### src/rtl/ir_pkg.sv
// Shared IR link definitions: FSM states and pulse-distance timing units used by both
// the wand transmitter and the game-side receiver decoder.
package ir_pkg;

  localparam int unsigned IR_CODE_W        = 16;
  localparam int unsigned LEAD_MARK_UNITS  = 16;
  localparam int unsigned LEAD_SPACE_UNITS = 8;
  localparam int unsigned ZERO_SPACE_UNITS = 1;
  localparam int unsigned ONE_SPACE_UNITS  = 3;
  localparam int unsigned STOP_UNITS       = 1;

  typedef enum logic [2:0] {
    StIdle,
    StLeadMark,
    StLeadSpace,
    StBitMark,
    StBitSpace,
    StStopMark,
    StGap
  } ir_state_e;

  function automatic logic is_mark(input ir_state_e s);
    return (s == StLeadMark) || (s == StBitMark) || (s == StStopMark);
  endfunction

endpackage

### src/rtl/ir_carrier_gen.sv
// Square-wave carrier for the IR LED: restarts high at each mark entry, toggles every
// CARRIER_HALF cycles while enabled, and sits at 0 otherwise.
module ir_carrier_gen
  import ir_pkg::*;
#(
  parameter int unsigned CARRIER_HALF = 658
) (
  input  logic clock,
  input  logic resetn,
  input  logic enable,
  input  logic restart,
  output logic carrier
);

  localparam int unsigned HALF_W = (CARRIER_HALF > 1) ? $clog2(CARRIER_HALF) : 1;
  localparam logic [HALF_W-1:0] HALF_LAST = HALF_W'(CARRIER_HALF - 1);

  logic [HALF_W-1:0] half_cnt_q, half_cnt_d;
  logic              carrier_q, carrier_d;

  always_comb begin
    half_cnt_d = '0;
    carrier_d  = 1'b0;
    if (restart) begin
      carrier_d = 1'b1;
    end else if (enable) begin
      if (half_cnt_q == HALF_LAST) begin
        half_cnt_d = '0;
        carrier_d  = ~carrier_q;
      end else begin
        half_cnt_d = half_cnt_q + 1'b1;
        carrier_d  = carrier_q;
      end
    end
  end

  always_ff @(posedge clock) begin
    if (!resetn) begin
      half_cnt_q <= '0;
      carrier_q  <= 1'b0;
    end else begin
      half_cnt_q <= half_cnt_d;
      carrier_q  <= carrier_d;
    end
  end

  assign carrier = carrier_q;

endmodule

### src/rtl/ir_transmitter.sv
// Wand-side IR frame transmitter: leader, MSB-first pulse-distance data bits, stop mark, gap.
// Define IR_TX_PARITY_EN to append an even-parity bit after data bit 0.
module ir_transmitter
  import ir_pkg::*;
#(
  parameter int unsigned CARRIER_HALF = 658,
  parameter int unsigned UNIT_CYCLES  = 28100,
  parameter int unsigned GAP_UNITS    = 72
) (
  input  logic                 clock,
  input  logic                 resetn,
  input  logic [IR_CODE_W-1:0] tx_data,
  input  logic                 tx_valid,
  output logic                 tx_ready,
  output logic                 ir_out,
  output logic                 ir_envelope,
  output logic                 busy
);

`ifdef IR_TX_PARITY_EN
  localparam int unsigned FRAME_BITS = IR_CODE_W + 1;
`else
  localparam int unsigned FRAME_BITS = IR_CODE_W;
`endif

  localparam int unsigned CNT_W     = (UNIT_CYCLES > 1) ? $clog2(UNIT_CYCLES) : 1;
  localparam int unsigned MAX_UNITS = (GAP_UNITS > LEAD_MARK_UNITS) ? GAP_UNITS : LEAD_MARK_UNITS;
  localparam int unsigned UNITS_W   = $clog2(MAX_UNITS + 1);

  localparam logic [CNT_W-1:0] UNIT_LAST = CNT_W'(UNIT_CYCLES - 1);
  localparam logic [4:0]       LAST_BIT  = 5'(FRAME_BITS - 1);

  ir_state_e               state_q, state_d;
  logic [CNT_W-1:0]        unit_cnt_q, unit_cnt_d;
  logic [UNITS_W-1:0]      units_left_q, units_left_d;
  logic [4:0]              bit_cnt_q, bit_cnt_d;
  logic [FRAME_BITS-1:0]   shift_q, shift_d;
  logic                    envelope_q, envelope_d;

  logic accept;
  logic unit_last;
  logic state_done;
  logic state_entry;
  logic carrier;
  logic carrier_restart;
  logic carrier_enable;

  assign accept      = tx_valid && (state_q == StIdle);
  assign unit_last   = (unit_cnt_q == UNIT_LAST);
  assign state_done  = unit_last && (units_left_q == UNITS_W'(1));
  // Every transition changes state, so a state difference marks an entry.
  assign state_entry = (state_d != state_q);

  // State register
  always_ff @(posedge clock) begin
    if (!resetn) begin
      state_q <= StIdle;
    end else begin
      state_q <= state_d;
    end
  end

  // Next-state logic
  always_comb begin
    state_d = state_q;
    unique case (state_q)
      StIdle:      if (tx_valid)   state_d = StLeadMark;
      StLeadMark:  if (state_done) state_d = StLeadSpace;
      StLeadSpace: if (state_done) state_d = StBitMark;
      StBitMark:   if (state_done) state_d = StBitSpace;
      StBitSpace: begin
        if (state_done) state_d = (bit_cnt_q == LAST_BIT) ? StStopMark : StBitMark;
      end
      StStopMark:  if (state_done) state_d = StGap;
      StGap:       if (state_done) state_d = StIdle;
      default:     state_d = StIdle;
    endcase
  end

  // Outputs; the LED drive is built only from flops so inputs never reach it directly.
  always_comb begin
    tx_ready    = (state_q == StIdle);
    busy        = (state_q != StIdle);
    envelope_d  = is_mark(state_d);
    ir_envelope = envelope_q;
    ir_out      = envelope_q & carrier;
  end

  // Unit timing and data shifting
  always_comb begin
    units_left_d = units_left_q;
    if (state_entry) begin
      unique case (state_d)
        StLeadMark:  units_left_d = UNITS_W'(LEAD_MARK_UNITS);
        StLeadSpace: units_left_d = UNITS_W'(LEAD_SPACE_UNITS);
        StBitMark:   units_left_d = UNITS_W'(STOP_UNITS);
        StBitSpace:  units_left_d = shift_q[FRAME_BITS-1] ? UNITS_W'(ONE_SPACE_UNITS)
                                                          : UNITS_W'(ZERO_SPACE_UNITS);
        StStopMark:  units_left_d = UNITS_W'(STOP_UNITS);
        StGap:       units_left_d = UNITS_W'(GAP_UNITS);
        default:     units_left_d = '0;
      endcase
    end else if (unit_last && (state_q != StIdle)) begin
      units_left_d = units_left_q - 1'b1;
    end
  end

  always_comb begin
    if (state_entry || (state_q == StIdle) || unit_last) begin
      unit_cnt_d = '0;
    end else begin
      unit_cnt_d = unit_cnt_q + 1'b1;
    end
  end

  always_comb begin
    shift_d   = shift_q;
    bit_cnt_d = bit_cnt_q;
    if (accept) begin
`ifdef IR_TX_PARITY_EN
      shift_d = {tx_data, ^tx_data};
`else
      shift_d = tx_data;
`endif
      bit_cnt_d = '0;
    end else if ((state_q == StBitSpace) && state_done) begin
      shift_d   = shift_q << 1;
      bit_cnt_d = bit_cnt_q + 5'd1;
    end
  end

  always_ff @(posedge clock) begin
    if (!resetn) begin
      unit_cnt_q   <= '0;
      units_left_q <= '0;
      bit_cnt_q    <= '0;
      shift_q      <= '0;
      envelope_q   <= 1'b0;
    end else begin
      unit_cnt_q   <= unit_cnt_d;
      units_left_q <= units_left_d;
      bit_cnt_q    <= bit_cnt_d;
      shift_q      <= shift_d;
      envelope_q   <= envelope_d;
    end
  end

  assign carrier_enable  = is_mark(state_d);
  assign carrier_restart = state_entry && is_mark(state_d);

  ir_carrier_gen #(
    .CARRIER_HALF(CARRIER_HALF)
  ) u_carrier (
    .clock   (clock),
    .resetn  (resetn),
    .enable  (carrier_enable),
    .restart (carrier_restart),
    .carrier (carrier)
  );

endmodule

### config.mk
export PLATFORM = sky130hd
export DESIGN_NAME = ir_transmitter
export DESIGN_NICKNAME = d
export VERILOG_FILES = /design/src/rtl/ir_pkg.sv /design/src/rtl/ir_carrier_gen.sv /design/src/rtl/ir_transmitter.sv
export SDC_FILE = /design/constraint.sdc
export NUM_CORES = 1
export LEC_CHECK = 0
export ABC_AREA = 1
export CELL_PAD_IN_SITES_DETAIL_PLACEMENT = 1
export CELL_PAD_IN_SITES_GLOBAL_PLACEMENT = 2
export CORE_AREA = 2 2 95 97
export CTS_CLUSTER_SIZE = 28
export DETAILED_ROUTE_END_ITERATION = 16
export DIE_AREA = 0 0 97 99
export PLACE_DENSITY_LB_ADDON = 0.1
export SLEW_MARGIN = 20
export SYNTH_ARGS = -nofsm -noshare
export SYNTH_HDL_FRONTEND = slang
export SYNTH_SLANG_ARGS = --single-unit
### constraint.sdc
create_clock -name clock -period 4.05 [get_ports clock]
set_input_delay 0.81 -clock clock [delete_from_list [all_inputs] [get_ports clock]]
set_output_delay 0.81 -clock clock [all_outputs]
set_load 0.01 [all_outputs]
==> results.py <==
metrics = {
    "placement": {
        "placed_instance_area_um2": 3430,
        "portBuffers": 22,
        "gp_routability_congestion": 0.784,
        "detailed_place_hpwl_um": 5340,
        "place_inst": 535,
    },
    "timing": {
        "setup_repair_after_global_routing_missed_its_margin": "false",
        "hold_violation_total_from_the_final_report": 0,
        "timing.slew.headroom_pct": 66.3,
        "fmax_mhz": 383,
        "worstMarginPinSlew_ns": 0.505,
        "timing.final.max_slew_violations": 0,
        "setup_viol": 0,
        "clock_skew_ns": 0.0128,
        "fin_crit_sh_pct": 64.4,
        "post-route-min-period_ns": 2.61,
        "fin_hold_ws_ns": 0.447,
        "setup_tns_ns": 0,
    },
    "critical_path": {
        "critical-path-top-cell-by-count": "nand2_2",
        "crit_slowest_cell": "clkdlybuf4s50_1",
        "worstPathBufferInverterCount": 2,
        "launching_point_of_the_worst_reg2reg_path": "state_q[0]",
        "worstPathRequired_ns": 4.31,
        "critical-path-top-delay-family": "simple AND/OR/NAND/NOR gates",
        "arrival_ns": 2.87,
        "worst-setup-path-type": "primary input to flip-flop",
        "crit_fanout": 18,
        "setup.worst_path.end_class": "flip-flop",
        "crit_path_start_kind": "primary input",
        "startpoint": "tx_valid",
        "cp_cell_sequence": "clkdlybuf4s50_1 > nand2_8 > inv_6 > nor2_8 > nand2_2 > nand2_2 > nand2_2 > nor2_4 > nand4_4 > nor2_1",
        "peak_per_stage_delay_on_the_critical_path_ns": 0.49,
    },
    "synth": {
        "post_synth_instance_area_um2": 3110,
        "synth.lib_cells_used.distinct": 41,
        "ys_dominant_reg_cell": "dfxtp_1",
        "synthCells": 413,
        "synth_enable_flop_cells": 0,
        "yosysWarningCount": 0,
        "syn_avg_cell_area_um2": 7.53,
        "synth-seq-area-share_pct": 37.3,
        "postSynth.asyncResetShare_pct": 0,
        "netlist_top_cells_area": "dfxtp_1 37%, nand2_1 10%, nor2_1 7.2%, nor2_4 5.4%, nand3_1 5.3%",
        "synth_top_cell_by_area": "dfxtp_1",
        "post-synth-top-area-fraction_pct": 37.3,
        "yosys_register_bits": 58,
        "syn_nets": 439,
    },
    "power": {
        "power_density_nw_per_um2": 338,
        "combPwrFrac_pct": 12.8,
        "power_leakage_nw": 1.29,
        "power.share.clock_pct": 37.3,
        "p_sw_share_pct": 28.6,
        "p_switching_w": 0.000347,
        "ir_worst_vdd_mv": 0.134,
        "share_seq_of_total_power_pct": 49.9,
        "internal_power_w": 0.000867,
    },
    "grt": {
        "grt_antenna_before_repair": 0,
        "grt_start_max_net_pins": 19,
        "globalRoute.totalOverflow": 0,
        "grt_pass1_wl_um": 12700,
        "grt_pass1_vias": 2742,
        "grt_use_total_pct": 16.2,
    },
    "worst_hold_path": {
        "hold_path.startpoint": "unit_cnt_q[0]",
        "worst_min_delay_path_class": "flip-flop to flip-flop",
    },
    "status": {
        "outcome": "completed",
    },
    "clocking": {
        "htree_levels": 3,
        "clockRootBuffer": "clkbuf_8",
        "worst_setup_hold_path_clk_slew_ns": 0.06,
        "cts.hold.buffers_added": 0,
        "cts.repair_timing.setup_buffer_count": 0,
        "tritoncts": "done",
        "cts_sinks": 58,
        "clock_insertion_delay_worst_skew_ns": 0.34,
        "cts-resized-gates": 0,
        "cts-buffers-inserted": 9,
        "ctsLongestPathBuffers": 2,
    },
    "run": {
        "maxCapViolations": 0,
    },
    "layout": {
        "layout.cells.non_filler": 550,
        "fin_nets": 464,
        "fin_util_pct": 42.0,
        "final_layout_size_suffix_gt1_share_pct": 12.7,
        "antenna-diode-count": 0,
        "layout_common_cells": "84 x nand2_1, 60 x nor2_1, 58 x dfxtp_1",
        "fillerInstances": 1073,
        "syn_to_final_growth_pct": 15.4,
        "layout.cells.most_common": "nand2_1",
        "design_area_um2": 3590,
    },
    "floorplan": {
        "pin_count": 23,
        "dieHeight_um": 99,
        "initial_utilization_pct": 36.4,
        "core_area_um2": 8550,
        "dieArea_um2": 9600,
        "core.rowCount": 34,
        "dieWidth_um": 97,
    },
    "detailed_routing": {
        "detail_route.vias_per_cell": 4.80,
        "num_vias": 2641,
        "drt_pass1_iterations": 4,
        "number_of_drc_violations_after_detailed_routing": 0,
        "drt-wirelength-per-cell_um": 13.0,
        "antenna_left": 0,
        "violation_count_after_the_first_detailed_route_iteration": 55,
        "postRouteWirelength_um": 7140,
    },
}
metal layers:
metal  vias to the layer above  GRT usage (%)  part of all wire [%]
met5                         -              0                     0
met4                         0           6.39                   1.1
met3                         9           3.55                   2.7
met2                        32           25.6                    44
met1                      1214           21.7                    52
li1                       1386              -                     -
worst register-to-register path, stage by stage, from the launching register on:
cell and delay, ns:
dfxtp_1 0.55, nor2_2 0.11, nand2_4 0.12, inv_4 0.07
nand2_8 0.13, inv_6 0.10, nor2_8 0.25, nand2_2 0.13
nand2_2 0.10, nand2_2 0.07, nor2_4 0.12, nand4_4 0.39
nor2_1 0.23
state kept, by name (all words and copies together) (netlist names):
signal	flops
state_q	3
u_carrier.carrier	1
ir_envelope	1
bit_cnt_q	5
shift_q	16
u_carrier.half_cnt_q	10
units_left_q	7
unit_cnt_q	15
stage by stage:
| step | worst slack [ns] | power [W] |
|---|---|---|
| finish | 1.44 | 0.00121 |
| global placement | 1.12 | 0.000775 |
| detailed placement | 1.04 | 0.000777 |
| floorplan | 2.20 | 0.000727 |
| CTS | 1.40 | 0.00124 |
| global route | 1.22 | 0.00128 |
Yosys cell counts, types with 2 or more instances:
| cell | instances |
|---|---|
| xnor2_1 | 7 |
| nor3b_1 | 4 |
| nor3_1 | 8 |
| ha_1 | 7 |
| inv_1 | 38 |
| nor2_1 | 60 |
| xor2_1 | 18 |
| nand2_2 | 4 |
| nor2_2 | 4 |
| nand3_2 | 2 |
| nand3_1 | 33 |
| nand2_1 | 84 |
| dfxtp_1 | 58 |
| a21oi_1 | 7 |
| o21ai_0 | 5 |
| nor2_4 | 15 |
| a311oi_1 | 5 |
| a31oi_1 | 9 |
| inv_2 | 5 |
| clkbuf_1 | 6 |
| o21ai_1 | 2 |
| a211oi_1 | 2 |
| buf_2 | 2 |
| nand4_1 | 11 |
final timing paths:
kind,to,slack (ns),depth (start not counted)
hold reg to reg,unit_cnt_q[0],0.45,1
setup / recovery,unit_cnt_q[1],1.44,10
hold / removal,unit_cnt_q[0],0.45,1
setup reg to reg,unit_cnt_q[1],1.61,12
power groups by stage:
stage | clock network (W) | logic (W) | registers, W
finish | 0.000453 | 0.000156 | 0.000605
CTS | 0.000471 | 0.000159 | 0.000605
global placement | 0 | 0.000157 | 0.000618
floorplan | 0 | 0.000114 | 0.000614
detailed placement | 0 | 0.000158 | 0.000618
global route | 0.000496 | 0.000179 | 0.000608
cell type report:
| class | instances | area (um2) | area share, % |
|---|---|---|---|
| sequential | 58 | 1160 | 32.4 |
| timing repair buffer | 24 | 235 | 6.56 |
| clock buffer | 9 | 124 | 3.45 |
| clock inverter | 6 | 35.0 | 0.976 |
| inverter | 46 | 180 | 5.02 |
| multi-input combinational | 299 | 1720 | 47.9 |
| tap | 108 | 135 | 3.77 |
kinds of logic (layout without fill, tap and decap cells):
logic type,count (synthesis),after routing,share of synthesized area (%)
AND/OR/NAND/NOR,234,234,38.7
flip-flops,58,58,37.3
buffers and inverters,56,85,7.44
AO/OA/AOI/OAI,33,33,6.68
XOR/XNOR,25,25,7.04
adder cells (fa/ha/maj),7,7,2.82
(Power assumes the default switching activity.)
